## src/rtl/alu_frame_ctrl_if.sv

```systemverilog
`default_nettype none
// ============================================================================
// Module  : alu_frame_ctrl_if
// Brief   : RX/TX FIFO handshake and ALU operand/result bundle for alu_frame_ctrl.
// Rev     : 1.0
// ============================================================================
interface alu_frame_ctrl_if #(
    parameter int BUS_SIZE = 8,
    parameter int OP_W     = 6
);
    logic                rx_empty;
    logic [BUS_SIZE-1:0] r_data;
    logic                rd_uart;
    logic                tx_full;
    logic [BUS_SIZE-1:0] w_data;
    logic                wr_uart;
    logic [BUS_SIZE-1:0] op_a;
    logic [BUS_SIZE-1:0] op_b;
    logic [OP_W-1:0]     op_code;
    logic [BUS_SIZE-1:0] alu_result;

    modport master (
        input  rx_empty, r_data, tx_full, alu_result,
        output rd_uart, w_data, wr_uart, op_a, op_b, op_code
    );

    modport slave (
        output rx_empty, r_data, tx_full, alu_result,
        input  rd_uart, w_data, wr_uart, op_a, op_b, op_code
    );
endinterface

`default_nettype wire

```

## src/rtl/alu_frame_ctrl.sv

```systemverilog
`default_nettype none
// ============================================================================
// Module  : alu_frame_ctrl
// Brief   : Framed command sequencer: SOF/A/B/OP/CK from RX FIFO -> ALU ->
//           result and status bytes to TX FIFO, with inter-byte timeout.
// Rev     : 1.0
// ============================================================================
module alu_frame_ctrl #(
    parameter int                  BUS_SIZE = 8,
    parameter int                  OP_W     = 6,
    parameter logic [BUS_SIZE-1:0] SOF      = 8'hA5,
    parameter int                  TIMEOUT  = 100000,
    parameter int                  TMO_BITS = 17
) (
    input  wire logic        clk,
    input  wire logic        reset,
    alu_frame_ctrl_if.master bus,
    output logic             busy,
    output logic [7:0]       err_count
);

    typedef enum logic [3:0] {
        IDLE     = 4'd0,
        GET_A    = 4'd1,
        GET_B    = 4'd2,
        GET_OP   = 4'd3,
        GET_CK   = 4'd4,
        EXEC     = 4'd5,
        LATCH    = 4'd6,
        SEND_RES = 4'd7,
        SEND_STS = 4'd8
    } state_t;

    localparam logic [TMO_BITS-1:0] c_TMO_LAST = TMO_BITS'(TIMEOUT - 1);

    state_t              r_state;
    state_t              w_state_nxt;
    logic [BUS_SIZE-1:0] r_sa, r_sb, r_sop, r_ck;
    logic [BUS_SIZE-1:0] r_status, r_res, r_wd;
    logic [BUS_SIZE-1:0] r_op_a, r_op_b;
    logic [OP_W-1:0]     r_op_code;
    logic [TMO_BITS-1:0] r_tmo;
    logic [7:0]          r_err;

    logic                w_collect;
    logic                w_pop;
    logic                w_push;
    logic                w_err_inc;
    logic                w_tmo_hit;
    logic [BUS_SIZE-1:0] w_status;
    logic [BUS_SIZE-1:0] w_tx_byte;

    // Checksum error outranks the reserved-opcode-bits error.
    always_comb begin
        w_status = '0;
        if ((r_sa ^ r_sb ^ r_sop) != r_ck) begin
            w_status = BUS_SIZE'(1);
        end else if (r_sop[BUS_SIZE-1:OP_W] != '0) begin
            w_status = BUS_SIZE'(2);
        end
    end

    always_comb begin
        w_state_nxt = r_state;
        w_push      = 1'b0;
        w_err_inc   = 1'b0;
        w_tx_byte   = r_wd;
        w_collect   = (r_state == GET_A) || (r_state == GET_B) ||
                      (r_state == GET_OP) || (r_state == GET_CK);
        w_pop       = (w_collect || (r_state == IDLE)) && !bus.rx_empty && !reset;
        w_tmo_hit   = w_collect && !w_pop && (r_tmo == c_TMO_LAST);
        case (r_state)
            IDLE:     if (w_pop && (bus.r_data == SOF)) w_state_nxt = GET_A;
            GET_A:    if (w_pop) w_state_nxt = GET_B;
            GET_B:    if (w_pop) w_state_nxt = GET_OP;
            GET_OP:   if (w_pop) w_state_nxt = GET_CK;
            GET_CK:   if (w_pop) w_state_nxt = EXEC;
            EXEC: begin
                w_state_nxt = LATCH;
                w_err_inc   = (w_status != '0);
            end
            LATCH:    w_state_nxt = SEND_RES;
            SEND_RES: begin
                if (!bus.tx_full) begin
                    w_push      = 1'b1;
                    w_tx_byte   = r_res;
                    w_state_nxt = SEND_STS;
                end
            end
            SEND_STS: begin
                if (!bus.tx_full) begin
                    w_push      = 1'b1;
                    w_tx_byte   = r_status;
                    w_state_nxt = IDLE;
                end
            end
            default:  w_state_nxt = IDLE;
        endcase
        if (w_tmo_hit) begin
            w_state_nxt = IDLE;
            w_err_inc   = 1'b1;
        end
    end

    always_ff @(posedge clk or posedge reset) begin
        if (reset) begin
            r_state   <= IDLE;
            r_sa      <= '0;
            r_sb      <= '0;
            r_sop     <= '0;
            r_ck      <= '0;
            r_status  <= '0;
            r_res     <= '0;
            r_wd      <= '0;
            r_op_a    <= '0;
            r_op_b    <= '0;
            r_op_code <= '0;
            r_tmo     <= '0;
            r_err     <= '0;
        end else begin
            r_state <= w_state_nxt;
            r_tmo   <= (w_collect && !w_pop && !w_tmo_hit) ? r_tmo + TMO_BITS'(1) : '0;
            if (w_pop) begin
                case (r_state)
                    GET_A:   r_sa  <= bus.r_data;
                    GET_B:   r_sb  <= bus.r_data;
                    GET_OP:  r_sop <= bus.r_data;
                    GET_CK:  r_ck  <= bus.r_data;
                    default: ;
                endcase
            end
            if (r_state == EXEC) begin
                r_status <= w_status;
                if (w_status == '0) begin
                    r_op_a    <= r_sa;
                    r_op_b    <= r_sb;
                    r_op_code <= r_sop[OP_W-1:0];
                end
            end
            // ALU inputs were loaded in EXEC, so alu_result is settled here.
            if (r_state == LATCH) begin
                r_res <= (r_status == '0) ? bus.alu_result : '0;
            end
            if (w_push) begin
                r_wd <= w_tx_byte;
            end
            if (w_err_inc && (r_err != 8'hFF)) begin
                r_err <= r_err + 8'd1;
            end
        end
    end

    assign bus.rd_uart = w_pop;
    assign bus.wr_uart = w_push;
    assign bus.w_data  = w_tx_byte;
    assign bus.op_a    = r_op_a;
    assign bus.op_b    = r_op_b;
    assign bus.op_code = r_op_code;
    assign busy        = (r_state != IDLE);
    assign err_count   = r_err;

endmodule

`default_nettype wire

```

## src/flat_wrapper.sv

```systemverilog
// flat-port wrapper written by rule: the top's interface ports become plain ports
module alu_frame_ctrl_flat 
#(
    parameter int                  BUS_SIZE = 8,
    parameter int                  OP_W     = 6,
    parameter logic [BUS_SIZE-1:0] SOF      = 8'hA5,
    parameter int                  TIMEOUT  = 100000,
    parameter int                  TMO_BITS = 17
)
  (clk, reset, busy, err_count, bus_rx_empty, bus_r_data, bus_tx_full, bus_alu_result, bus_rd_uart, bus_w_data, bus_wr_uart, bus_op_a, bus_op_b, bus_op_code);
  alu_frame_ctrl_if #(.BUS_SIZE(BUS_SIZE), .OP_W(OP_W)) bus_i ();
  input  wire logic clk;
  input  wire logic reset;
  output logic busy;
  output logic [7:0] err_count;
  input wire logic [$bits(bus_i.rx_empty)-1:0] bus_rx_empty;
  input wire logic [$bits(bus_i.r_data)-1:0] bus_r_data;
  input wire logic [$bits(bus_i.tx_full)-1:0] bus_tx_full;
  input wire logic [$bits(bus_i.alu_result)-1:0] bus_alu_result;
  output wire logic [$bits(bus_i.rd_uart)-1:0] bus_rd_uart;
  output wire logic [$bits(bus_i.w_data)-1:0] bus_w_data;
  output wire logic [$bits(bus_i.wr_uart)-1:0] bus_wr_uart;
  output wire logic [$bits(bus_i.op_a)-1:0] bus_op_a;
  output wire logic [$bits(bus_i.op_b)-1:0] bus_op_b;
  output wire logic [$bits(bus_i.op_code)-1:0] bus_op_code;
  assign bus_i.rx_empty = bus_rx_empty;
  assign bus_i.r_data = bus_r_data;
  assign bus_i.tx_full = bus_tx_full;
  assign bus_i.alu_result = bus_alu_result;
  assign bus_rd_uart = bus_i.rd_uart;
  assign bus_w_data = bus_i.w_data;
  assign bus_wr_uart = bus_i.wr_uart;
  assign bus_op_a = bus_i.op_a;
  assign bus_op_b = bus_i.op_b;
  assign bus_op_code = bus_i.op_code;
  alu_frame_ctrl #(.BUS_SIZE(BUS_SIZE), .OP_W(OP_W), .SOF(SOF), .TIMEOUT(TIMEOUT), .TMO_BITS(TMO_BITS)) u_core (.clk(clk), .reset(reset), .bus(bus_i), .busy(busy), .err_count(err_count));
endmodule
```

## config.mk

```make
export PLATFORM = sky130hd
export DESIGN_NAME = alu_frame_ctrl_flat
export DESIGN_NICKNAME = d
export VERILOG_FILES = /design/src/rtl/alu_frame_ctrl_if.sv /design/src/rtl/alu_frame_ctrl.sv /design/src/flat_wrapper.sv
export SDC_FILE = /design/constraint.sdc
export NUM_CORES = 1
export LEC_CHECK = 0
export ABC_AREA = 1
export BUFFER_PORTS_ARGS = -buffer_cell sky130_fd_sc_hd__buf_2
export CORE_ASPECT_RATIO = 1.5
export CORE_UTILIZATION = 40
export DETAILED_ROUTE_END_ITERATION = 10
export HOLD_SLACK_MARGIN = 0.12
export PLACE_DENSITY = 0.63
export RECOVER_POWER = 100
export SLEW_MARGIN = 10
export SYNTH_ARGS = -nofsm -noshare
export SYNTH_HDL_FRONTEND = slang
export SYNTH_SLANG_ARGS = --single-unit
```

## constraint.sdc

```tcl
create_clock -name clk -period 2.94 [get_ports clk]
set_clock_uncertainty 0.05 [all_clocks]
set_input_delay 0.441 -clock clk [delete_from_list [all_inputs] [get_ports clk]]
set_output_delay 0.441 -clock clk [all_outputs]
set_load 0.01 [all_outputs]
```

Word level (Yosys, flattened, before mapping). Cells that the tools add are included.

Word-level logic and storage cells: 84. Output and inout port bits: 41. Bits of input ports: 20. Register bits after elaboration: 107.

Bitwise operators: 2. Eq/ne operators: 19. Add/sub/neg operators: 2. Reduce and logical (&&, ||, !) cells: 28. Multiplexer cells: 20.

Operator list (count): 4-bit one-hot mux with 9 select lines (1); 4-bit 2-to-1 mux (8); 8-bit 2-to-1 mux (4); 3-bit by 2-bit != test with 1-bit output (second input constant) (7); 17-bit by 1-bit adder with 17-bit output (second input constant) (1); 17-bit == test (second input constant) (1); 17-bit 2-to-1 mux (1); 4-bit by 3-bit == test with 1-bit output (second input constant) (4); 8-bit zero test (2); 8-bit one-hot mux with 2 select lines (1); 8-bit XOR (2); 2-bit AND reduction (5); 8-bit by 1-bit adder with 8-bit output (second input constant) (1); 4-bit by 2-bit == test with 1-bit output (second input constant) (2); 8-bit == test (second input constant) (1); 8-bit != test (1); 8-bit != test (second input constant) (1); 8-bit nonzero test (1); 1-bit logical AND (7); 7-bit AND reduction (1); 4-bit by 1-bit == test with 1-bit output (second input constant) (1); 4-bit == test (second input constant) (1); 1-bit zero test (4); 4-bit zero test (1); 6 further kinds (12).

Logic depth before layout (Yosys ltp).
Depth in word-level cells: 13. Gate-level depth with buffers: 14. Depth with buffers taken out: 14.

Least setup slack after synthesis. OpenSTA, ideal clock, no wires.

Kind: reg2out. Start point: reg u_core.r_state[0]. End point: out bus_w_data[0]. Data required time: 2449 ps. Path slack: 1086 ps. Data arrival time: 1363 ps. Cell stages (with the launch flop): 6. Cell sequence: dfrtp_1 nand2_1 nor3_1 nand2_1 clkbuf_1 o211ai_1.

Longest elaborated chain between the ends: 2.

Ends and longest elaborated chain: from (decl) (line alu_frame_ctrl.sv:36) `state_t r_state;`; from (signal assigned) (line alu_frame_ctrl.sv:121) `r_state <= w_state_nxt;`; 4-bit == test or 4-bit by 3-bit == test with 1-bit output (tied branches) (line alu_frame_ctrl.sv:72) `case (r_state)`; 8-bit one-hot mux with 2 select lines (*) (line alu_frame_ctrl.sv:72); to (decl) (line flat_wrapper.sv:21) `output wire logic [$bits(bus_i.w_data)-1:0] bus_w_data;`.

Every way passes the cells marked *; elsewhere a longest branch is shown, timed or not.

Worst setup path after layout. Same ends and word-level chain as after synthesis.

==> flow_summary_export.csv <==
group,metric,value,unit
outcome,outcome,"complete, no violations",
synthesis,syn_inst,586,
synthesis,seq_area_frac_synth,51.8,%
pwr,power_frac_comb,31.8,%
layout,multi_input_area,0.00192,mm²
synthesis,synth_cell_types,33,
floorplan,chipWidth,92.2,µm
critical_path,crit_arrival,2.02,ns
timing,timing.hold.ws,0.259,ns
timing,rsz0062_at_grt,"false",
pwr,peakVddDrop,0.418,mV
critical_path,required,2.45,ns
layout,fillers,1250,
flow_run,maxCapViolations,0,
clock_tree,root_buffer,"clkbuf_16",
synthesis,synth_top_cells_by_area,"dfrtp_1 52%, nand2_1 13%, o21ai_0 4.9%",
layout,layout_common_cells,"171 x nand2_1, 101 x dfrtp_1, 80 x o21ai_0",
global_route,grt_pass1_wl,17900,µm
layout,seq_area,0.00253,mm²
layout,syn2layout_area_growth,12.0,%
global_route,grt_max_degree,78,
timing,hold_viol_final,0,
timing,min_period_over_period,85.4,%
critical_path,crit_fanout,10,
placed_design,placed_cells_incl_taps,788,
floorplan,start_util,40.8,%
pwr,p_leak,2.70,nW
clock_tree,postCtsSetupBuffers,0,
floorplan,rows,49,
timing,setup-violations-final,0,
synthesis,avgSynthCellArea,8.32,µm²
pwr,powerDensity,873,mW/mm²
clock_tree,htree_levels,3,
pwr,intPower,2.99,mW
layout,num_antenna_cells,0,
layout,drive_gt1_share,8.91,%
layout,fin_cells,804,
timing,slew_violations,0,
timing,slew-limit-headroom,25.6,%
drt,vias,3912,
clock_tree,cts_sinks,101,
layout,utilization,45.7,%
clock_tree,postCtsHoldBufs,0,
clock_tree,cts_resized,0,
critical_path,crit_type,"flip-flop to primary output",
drt,drtPass1Iterations,4,
clock_tree,insertion_delay,0.34,ns
layout,largest_register_ffs,17,
timing,fmax,0.398,GHz
placed_design,place_congestion,0.894,
synthesis,ys_ff_latch,101,
layout,top_register,"u_core.r_tmo",
global_route,antenna_found_initial,0,
timing,min_period,2.51,ns
drt,route.detailed.drc,0,
synthesis,netlist_area,0.00488,mm²
timing,tns,0,ns
synthesis,synth_nets,608,
timing,setup_ws,0.429,ns
clock_tree,cts_tree,"built",
clock_tree,numCtsBuffers,9,
drt,avgViaCountPerCell,4.87,
pwr,p_switching,1.78,mW
synthesis,netlist.area_leader.share,51.8,%
layout,final_common_cell,"nand2_1",
layout,fin_nets,668,
drt,ant_nets,0,
floorplan,core_area,0.0120,mm²
drt,wire_per_inst,12.7,µm
global_route,grt.total_usage,17.9,%
placed_design,portBuffers,60,
global_route,grt_overflow,0,
global_route,grt_pass1_vias,3866,
placed_design,dp_hpwl,7310,µm
synthesis,yosysTopAreaCell,"dfrtp_1",
critical_path,startpoint_type,"flip-flop",
placed_design,pre_cts_slack,0.851,ns
pwr,power,4.76,mW
floorplan,die_y,137,µm
synthesis,yosysWarnings,0,
critical_path,crit_path_end_kind,"primary output",
placed_design,dpl-instance-area,0.00532,mm²
timing,worst_slew_pin_slew,1.11,ns
pwr,seq_power_share,43.3,%
floorplan,die_area,0.0126,mm²
clock_tree,clkTransAtPathRegs,0.07,ns
floorplan,io_pins,61,
layout,stdcell_area,0.00546,mm²
clock_tree,cts_buffer_depth,2,
drt,drt-initial-drc-count,181,
pwr,clockPowerShare,24.8,%
min_path,min_path_type,"primary input to async pin",
pwr,switching_share,37.3,%
drt,wl,10200,µm
power by group through the flow:
stage / Clock, mW / Combinational (mW) / Sequential [mW]
6_report: 1.18 / 1.52 / 2.07
4_1_cts: 1.22 / 1.66 / 2.07
3_3_place_gp: 0 / 1.60 / 2.08
2_1_floorplan: 0 / 1.25 / 2.04
5_1_grt: 1.27 / 1.80 / 2.12
3_5_place_dp: 0 / 1.65 / 2.09
final cells by class:
cell class	instances	share of cell area (%)
flip-flops and latches	101	46.3
multi-input cells	403	35.1
repair buffers	62	4.93
inverters	69	4.77
clock buffers	12	4.51
well taps	153	3.51
clock inverters	4	0.871
cells by family after synthesis:
kind of cell | synth area share (%)
buffers and inverters | 6.93
xor gates and xnor gates | 4.31
adders and majority gates | 0.513
DFF | 51.8
AOI/OAI and AO/OA | 11.9
and+or+nand+nor | 24.5
cell usage after synthesis:
cell	n
buf_2	3
xor2_1	13
o21a_1	2
o211ai_1	4
xnor2_1	11
o21bai_1	1
nor3_2	3
nor2_2	6
or3_1	1
inv_2	16
nand2_2	1
nand4_1	6
buf_4	1
o22ai_1	1
o2111ai_1	1
nand2_4	4
nor3_1	6
nand3_1	39
a21oi_1	8
buf_1	1
a22o_1	1
nand2_1	168
ha_1	2
inv_1	53
o21ai_2	12
buf_6	3
o21ai_0	48
nor2_1	39
nand3_2	1
nor2_8	1
o21ai_1	24
clkbuf_1	5
dfrtp_1	101
worst max-delay path, stage by stage (launching register included):
cell	delay, ns
dfrtp_1	0.43
nor2_1	0.24
inv_1	0.12
nor3_2	0.18
nor2_1	0.18
o21ai_0	0.26
o211ai_1	0.13
clkbuf_1	0.14
layer usage:
layer  vias to the layer above  wire, µm  GRT usage, %
met5                         -         0             0
met4                         0       125          5.99
met3                         8       356          3.31
met2                        65      5300          32.8
met1                      1844      4400          21.0
li1                       1995         -             -
path summary, 6_finish.rpt:
check                                              start                                end  slack [ns]  cells past startpoint
max reg2reg                    u_core.r_tmo[0]$_DFF_PP0_          u_core.r_tmo[9]$_DFF_PP0_        0.56                     11
min                                                reset  u_core.bus.op_code[0]$_DFFE_PP0P_        0.26                      2
min in group clk                       bus_alu_result[0]        u_core.r_res[0]$_DFFE_PP0P_        0.28                      3
max in group asynchronous                          reset         u_core.r_sb[0]$_DFFE_PP0P_        0.95                      3
min reg2reg                    u_core.r_tmo[0]$_DFF_PP0_          u_core.r_tmo[0]$_DFF_PP0_        0.42                      1
max                        u_core.r_state[0]$_DFFE_PP0P_                      bus_w_data[0]        0.43                      7
(Power assumes the default switching activity.)
